$ cat src/rtl/mem_port_arbiter_pkg.sv
// Shared definitions for the memory port arbiter.
// Region codes decoded from addr[31:28], access-size encodings, the owner
// tag carried by the response register, and a region decode helper.
package mem_port_arbiter_pkg;

  localparam logic [3:0] RegionDmem = 4'b0001;
  localparam logic [3:0] RegionImem = 4'b0010;
  localparam logic [3:0] RegionBoth = 4'b0011;

  typedef enum logic [1:0] {
    SizeByte = 2'b00,
    SizeHalf = 2'b01,
    SizeWord = 2'b10,
    SizeBad  = 2'b11
  } size_e;

  typedef enum logic {
    OwnerCpu = 1'b0,
    OwnerDma = 1'b1
  } owner_e;

  typedef struct packed {
    logic dmem;  // access targets dmem
    logic imem;  // store targets imem
    logic bad;   // unmapped region, or load from imem-only region
  } region_dec_t;

  function automatic region_dec_t decode_region(logic [3:0] region, logic we);
    region_dec_t d;
    d = '0;
    case (region)
      RegionDmem: d.dmem = 1'b1;
      RegionImem: begin
        d.imem = 1'b1;
        d.bad  = ~we;
      end
      RegionBoth: begin
        d.dmem = 1'b1;
        d.imem = we;
      end
      default: d.bad = 1'b1;
    endcase
    return d;
  endfunction

endpackage

$ cat src/rtl/mem_port_arbiter_if.sv
// Requester-side handshake bundle for one memory port user.
//   req/we/addr/wdata/size : request, held by the requester until gnt
//   gnt                    : request accepted this cycle (combinational)
//   rvalid                 : load data valid, one cycle after a load grant
// master = requester (CPU or loader), slave = arbiter.
interface mem_port_arbiter_if #(
  parameter int unsigned ADDR_W = 32,
  parameter int unsigned DATA_W = 32
) ();
  logic              req;
  logic              we;
  logic [ADDR_W-1:0] addr;
  logic [DATA_W-1:0] wdata;
  logic [1:0]        size;
  logic              gnt;
  logic              rvalid;

  modport master (
    output req, we, addr, wdata, size,
    input  gnt, rvalid
  );

  modport slave (
    input  req, we, addr, wdata, size,
    output gnt, rvalid
  );
endinterface

$ cat src/rtl/mem_lane_align.sv
// Byte-lane alignment for a 32-bit access.
//   size       : 00 byte, 01 half, 10 word, 11 illegal
//   offset     : addr[1:0]
//   wdata      : right-aligned store data
//   mask       : byte-lane write mask
//   data       : store data shifted into its lanes
//   misaligned : illegal size or offset not aligned to the size
module mem_lane_align
  import mem_port_arbiter_pkg::*;
#(
  parameter int unsigned DATA_W = 32
) (
  input  logic [1:0]        size,
  input  logic [1:0]        offset,
  input  logic [DATA_W-1:0] wdata,
  output logic [3:0]        mask,
  output logic [DATA_W-1:0] data,
  output logic              misaligned
);

  always_comb begin
    mask       = '0;
    misaligned = 1'b0;
    unique case (size_e'(size))
      SizeByte: mask = 4'b0001 << offset;
      SizeHalf: begin
        mask       = 4'b0011 << offset;
        misaligned = offset[0];
      end
      SizeWord: begin
        mask       = 4'b1111;
        misaligned = (offset != 2'b00);
      end
      SizeBad: misaligned = 1'b1;
    endcase
  end

  assign data = wdata << {offset, 3'b000};

endmodule

$ cat src/rtl/mem_port_arbiter.sv
// Arbitrates the shared dmem/imem BRAM port between the CPU load/store path
// and the DMA loader.
//   clk, rst             : clock, asynchronous active-high reset
//   cpu, dma             : requester handshakes (slave side)
//   rdata                : dmem read data, passed through unshifted
//   err                  : one-cycle pulse after an illegal request is accepted
//   mem_addr, mem_wdata  : word address and lane-shifted store data
//   dmem_en, dmem_wea    : dmem enable and byte write mask
//   imem_wea             : imem byte write mask
//   dmem_dout            : dmem read data from the BRAM
// CPU has fixed priority, but after STARVE_MAX consecutive contested wins the
// DMA is given the next contested cycle.
module mem_port_arbiter
  import mem_port_arbiter_pkg::*;
#(
  parameter int unsigned ADDR_W     = 32,
  parameter int unsigned DATA_W     = 32,
  parameter int unsigned STARVE_MAX = 4
) (
  input  logic              clk,
  input  logic              rst,
  mem_port_arbiter_if.slave cpu,
  mem_port_arbiter_if.slave dma,
  output logic [DATA_W-1:0] rdata,
  output logic              err,
  output logic [13:0]       mem_addr,
  output logic [DATA_W-1:0] mem_wdata,
  output logic              dmem_en,
  output logic [3:0]        dmem_wea,
  output logic [3:0]        imem_wea,
  input  logic [DATA_W-1:0] dmem_dout
);

  localparam int unsigned CntW = $clog2(STARVE_MAX + 1);

  logic [CntW-1:0] starve_q, starve_d;
  logic            starve_hit;
  logic            cpu_win, dma_win, any_gnt;

  logic              sel_we;
  logic [ADDR_W-1:0] sel_addr;
  logic [DATA_W-1:0] sel_wdata;
  logic [1:0]        sel_size;
  owner_e            sel_owner;

  logic [3:0]  lane_mask;
  logic        misaligned;
  region_dec_t dec;
  logic        illegal, legal_gnt;

  logic   rsp_valid_q;
  owner_e rsp_owner_q;
  logic   err_q;

  // Arbitration: grants are combinational and suppressed while in reset.
  assign starve_hit = (starve_q == CntW'(STARVE_MAX));
  assign cpu_win    = ~rst & cpu.req & ~(dma.req & starve_hit);
  assign dma_win    = ~rst & dma.req & (~cpu.req | starve_hit);
  assign any_gnt    = cpu_win | dma_win;
  assign cpu.gnt    = cpu_win;
  assign dma.gnt    = dma_win;

  // Counts contested CPU wins; anything else (DMA served or idle) clears it.
  always_comb begin
    starve_d = '0;
    if (cpu_win && dma.req) begin
      starve_d = starve_hit ? starve_q : starve_q + CntW'(1);
    end
  end

  always_comb begin
    sel_owner = dma_win ? OwnerDma : OwnerCpu;
    sel_we    = dma_win ? dma.we    : cpu.we;
    sel_addr  = dma_win ? dma.addr  : cpu.addr;
    sel_wdata = dma_win ? dma.wdata : cpu.wdata;
    sel_size  = dma_win ? dma.size  : cpu.size;
  end

  mem_lane_align #(
    .DATA_W (DATA_W)
  ) u_lane_align (
    .size       (sel_size),
    .offset     (sel_addr[1:0]),
    .wdata      (sel_wdata),
    .mask       (lane_mask),
    .data       (mem_wdata),
    .misaligned (misaligned)
  );

  assign dec       = decode_region(sel_addr[31:28], sel_we);
  assign illegal   = misaligned | dec.bad;
  assign legal_gnt = any_gnt & ~illegal;

  assign mem_addr = sel_addr[15:2];
  assign dmem_en  = legal_gnt & dec.dmem;
  assign dmem_wea = (legal_gnt && sel_we && dec.dmem) ? lane_mask : 4'b0000;
  assign imem_wea = (legal_gnt && sel_we && dec.imem) ? lane_mask : 4'b0000;

  // Address bits between the region nibble and the word offset are ignored.
  logic unused_addr_bits;
  assign unused_addr_bits = ^sel_addr[27:16];

  always_ff @(posedge clk or posedge rst) begin
    if (rst) begin
      starve_q    <= '0;
      rsp_valid_q <= 1'b0;
      rsp_owner_q <= OwnerCpu;
      err_q       <= 1'b0;
    end else begin
      starve_q    <= starve_d;
      rsp_valid_q <= legal_gnt & ~sel_we;
      rsp_owner_q <= sel_owner;
      err_q       <= any_gnt & illegal;
    end
  end

  assign cpu.rvalid = rsp_valid_q & (rsp_owner_q == OwnerCpu);
  assign dma.rvalid = rsp_valid_q & (rsp_owner_q == OwnerDma);
  assign err        = err_q;
  assign rdata      = dmem_dout;

endmodule

$ cat src/flat_wrapper.sv
// flat-port wrapper written by rule: the top's interface ports become plain ports
module mem_port_arbiter_flat import mem_port_arbiter_pkg::*;
#(
  parameter int unsigned ADDR_W     = 32,
  parameter int unsigned DATA_W     = 32,
  parameter int unsigned STARVE_MAX = 4
)
  (clk, rst, rdata, err, mem_addr, mem_wdata, dmem_en, dmem_wea, imem_wea, dmem_dout, cpu_req, cpu_we, cpu_addr, cpu_wdata, cpu_size, cpu_gnt, cpu_rvalid, dma_req, dma_we, dma_addr, dma_wdata, dma_size, dma_gnt, dma_rvalid);
  mem_port_arbiter_if #(.ADDR_W(ADDR_W), .DATA_W(DATA_W)) cpu_i ();
  mem_port_arbiter_if #(.ADDR_W(ADDR_W), .DATA_W(DATA_W)) dma_i ();
  input  logic clk;
  input  logic rst;
  output logic [DATA_W-1:0] rdata;
  output logic err;
  output logic [13:0] mem_addr;
  output logic [DATA_W-1:0] mem_wdata;
  output logic dmem_en;
  output logic [3:0] dmem_wea;
  output logic [3:0] imem_wea;
  input  logic [DATA_W-1:0] dmem_dout;
  input wire logic [$bits(cpu_i.req)-1:0] cpu_req;
  input wire logic [$bits(cpu_i.we)-1:0] cpu_we;
  input wire logic [$bits(cpu_i.addr)-1:0] cpu_addr;
  input wire logic [$bits(cpu_i.wdata)-1:0] cpu_wdata;
  input wire logic [$bits(cpu_i.size)-1:0] cpu_size;
  output wire logic [$bits(cpu_i.gnt)-1:0] cpu_gnt;
  output wire logic [$bits(cpu_i.rvalid)-1:0] cpu_rvalid;
  input wire logic [$bits(dma_i.req)-1:0] dma_req;
  input wire logic [$bits(dma_i.we)-1:0] dma_we;
  input wire logic [$bits(dma_i.addr)-1:0] dma_addr;
  input wire logic [$bits(dma_i.wdata)-1:0] dma_wdata;
  input wire logic [$bits(dma_i.size)-1:0] dma_size;
  output wire logic [$bits(dma_i.gnt)-1:0] dma_gnt;
  output wire logic [$bits(dma_i.rvalid)-1:0] dma_rvalid;
  assign cpu_i.req = cpu_req;
  assign cpu_i.we = cpu_we;
  assign cpu_i.addr = cpu_addr;
  assign cpu_i.wdata = cpu_wdata;
  assign cpu_i.size = cpu_size;
  assign cpu_gnt = cpu_i.gnt;
  assign cpu_rvalid = cpu_i.rvalid;
  assign dma_i.req = dma_req;
  assign dma_i.we = dma_we;
  assign dma_i.addr = dma_addr;
  assign dma_i.wdata = dma_wdata;
  assign dma_i.size = dma_size;
  assign dma_gnt = dma_i.gnt;
  assign dma_rvalid = dma_i.rvalid;
  mem_port_arbiter #(.ADDR_W(ADDR_W), .DATA_W(DATA_W), .STARVE_MAX(STARVE_MAX)) u_core (.clk(clk), .rst(rst), .cpu(cpu_i), .dma(dma_i), .rdata(rdata), .err(err), .mem_addr(mem_addr), .mem_wdata(mem_wdata), .dmem_en(dmem_en), .dmem_wea(dmem_wea), .imem_wea(imem_wea), .dmem_dout(dmem_dout));
endmodule
$ cat config.mk
export PLATFORM = sky130hd
export DESIGN_NAME = mem_port_arbiter_flat
export DESIGN_NICKNAME = d
export VERILOG_FILES = /design/src/rtl/mem_port_arbiter_pkg.sv /design/src/rtl/mem_port_arbiter_if.sv /design/src/rtl/mem_lane_align.sv /design/src/rtl/mem_port_arbiter.sv /design/src/flat_wrapper.sv
export SDC_FILE = /design/constraint.sdc
export NUM_CORES = 1
export LEC_CHECK = 0
export BUFFER_PORTS_ARGS = -buffer_cell sky130_fd_sc_hd__buf_2
export CAP_MARGIN = 0
export CORE_AREA = 2 2 103 105
export DETAILED_ROUTE_END_ITERATION = 12
export DIE_AREA = 0 0 105 107
export PLACE_DENSITY = 0.67
export SLEW_MARGIN = 10
export SYNTH_ARGS = -nofsm -noshare
export SYNTH_HDL_FRONTEND = slang
export SYNTH_SLANG_ARGS = --single-unit
$ cat constraint.sdc
create_clock -name clk -period 6.4 [get_ports clk]
set_input_delay 1.28 -clock clk [delete_from_list [all_inputs] [get_ports clk]]
set_output_delay 1.28 -clock clk [all_outputs]
set_load 0.02 [all_outputs]
==> metrics <==
Setup Fix Bufs, Post-CTS 0; hold endpoint u_core.starve_q[0]; final max-slew violation count 0; post-synthesis compound-gate area fraction 18.17%; total number of vias 2866; CTS H-tree lvls 1; Rel. slew slack 39.12%; share of layout cells above drive strength 1 45.49%; Netlist cell types 43; Hold Startpoint u_core.starve_q[0]; Seq/Total Area, Yosys 6.608%; Synth Flop Type dfrtp_1; post-synthesis cell area 2272 sq um; placed instance count 599; total CTS buffers 3; hold depth 1; Worst Path Buf+Inv 2; initial antenna violation count 0; setup TNS 0 ns; Layout area overhead 33.26%; Top Family by Delay on Critical Path multiplexers; count leader, synth nand2_1; vias per cell 4.761; Synth Area in Adders 1.101%; Routability Congestion 0.7888; CP startpoint cpu_req; Routed WL 8.710 mm; post-synthesis mux area share 29.13%; Hold WS 0.4663 ns; Hold Vio Cnt, Final 0; main combinational cell family by area after synthesis multiplexers; row count 37; Avg WL per Cell 14.47 microns; Avg Synthesized Cell Area 6.703 sq um; number of nets in the layout 640; Setup Crit Path Kind input pin to output port; post-DP HPWL 6.846 mm; Post-CTS Resized 0; CP Capture Type output port; hold-fix buffers at CTS 0; M1 GR Usage 17.30%; area occupied by multi-input gates 1752 sq um; XOR/XNOR Fraction of Synth Area 0.3855%; Tmin final 4.762 ns; crit path max-delay cell type mux2i_2; RR Endpoint u_core.rsp_valid_q; IO Count 262; pwr dens 104.4 nW/um^2; top-area cell type share of the netlist area 17.62%; port bufs 173; #FFs+latches synth 6; R2R Setup Slk 3.71 ns; final period utilization 74.40%; ys async rst share 100.0%; CTS clk-pin slew, worst paths 0.03 ns; clock skew 0.0004003 ns; CTS tree yes; DRT iter0 DRCs 91; met2 usage 26.30%; die width 105 microns; Synth Area in Simple Gates 28.30%; yosys warns 0; clock latency on the worst-skew pair 0.22 ns; Worst VDD drop 35.70 uV; Root Driver clkbuf_8; Least-Margin Pin Slew 0.8954 ns; CP arrival 3.48 ns; DP Area 2987 sq um; vias in the first global route 2739; # diodes 0; Synth top cells by count nand2_1, mux2i_1, buf_4; Max clock buf depth 2; global route total overflow 0; Worst Reg2Reg Path Length in Cells 7; post-route cell area 3028 sq um; most used cell, CP buf_2; filler cell count 1130; maxcap violations 0; drt drc 0; busiest grt layer met2; total track usage 14.47%; RR Startpoint u_core.starve_q[0]; initial core utilization 22.51%; clock sinks 6; Setup crit start kind input pin; met3 Use GR 2.249%; HP Class flip-flop to flip-flop; die footprint 11240 sq um; Required @ worst endpoint 5.12 ns; largest fanout on the critical path 79; fin cells 602; crit-path cells buf_2 > a21bo_4 > nand2_8 > mux2i_2 > o32ai_2 > nor3b_1 > buf_2; unrepaired setup endpoints after global routing no; number of synthesized flops with an enable pin 0; Leak Pwr 1.687 nW; core area 10090 sq um; top post-synthesis cells by area mux2i_1, nand2_1, buf_4; outcome complete, no violations; Core Util, Final 30.00%; post-route ant nets 0; largest net degree at the start of global routing 80; Detailed Routing Iterations Pass 1 4; Synth Instances 339; Synth area leader mux2i_1; register area 150.1 sq um; chip height 107 microns; Mapped Nets 511; final setup vio count 0; first-pass GRT wire length 13.40 mm; Worst path max stage delay 0.83 ns; Max Fclk 210.0 MHz
==> kinds of logic after synthesis <==
family / after synthesis
buffers and inverters: 58
DFF: 6
muxes: 61
adders and majority gates: 2
AOI/OAI and AO/OA: 63
and+or+nand+nor: 148
xor gates and xnor gates: 1
==> routing by layer <==
layer,share of wire [%],up-vias
met1,41,1312
met3,7.0,20
met2,50,136
met5,0,-
li1,-,1398
met4,2.3,0
==> cell type report <==
class,instances,share of cell area [%]
inverters,5,0.6198
clock buffers,3,1.364
well taps,136,5.620
repair buffers,177,29.59
flip-flops and latches,6,4.959
multi-input cells,275,57.85
==> where the power goes <==
part	total, mW	internal [mW]	switching [mW]
clock network	0.0547	0.0402	0.0144
logic	0.222	0.0903	0.131
registers	0.0399	0.0393	0.000558
total	0.316	0.170	0.146
==> state kept, by name, summed over array words and instances (netlist names) <==
register	cells
u_core.err	1
u_core.starve_q	3
u_core.rsp_owner_q	1
u_core.rsp_valid_q	1
==> cells in the final DEF (no fill, tap or decap), drive strengths merged, types with 2 or more instances in the layout <==
cell type	Yosys	layout
clkbuf	4	3
a21boi	2	2
a211oi	5	5
o22ai	8	8
inv	5	5
buf	49	177
mux2	18	18
o21ai	20	20
nor3b	2	2
nand2b	2	2
a31oi	4	4
and3	3	3
a21o	2	2
nand4	3	3
dfrtp	6	6
nand2	89	89
a21oi	16	16
ha	2	2
nand3	17	17
and2	3	3
nor2	26	26
mux2i	43	43
==> worst max path at each step <==
stage,end,slack [ns],depth (start not counted)
after global routing,dmem_en,1.55,7
final,dmem_en,1.64,7
after floorplan,dmem_en,2.44,5
after CTS,dmem_en,1.68,7
after global placement,dmem_en,1.68,7
after detailed placement,dmem_en,1.68,7
==> metrics by stage <==
step           total power, mW  worst slack (ns)
2_1_floorplan           0.2045             2.439
3_3_place_gp            0.2571             1.678
3_5_place_dp            0.2614             1.682
4_1_cts                 0.3177             1.676
5_1_grt                 0.3424             1.550
6_report                0.3161             1.638
==> worst reg2reg max path, delay by kind of cell (launching register included) <==
family                   cells  cell delay, ns
AO/OA/AOI/OAI                2            0.44
adder cells (fa/ha/maj)      1            0.23
buffers and inverters        1            0.06
flip-flops                   1            0.37
multiplexers                 1            0.90
AND/OR/NAND/NOR              2            0.56
(Power assumes the default switching activity.)
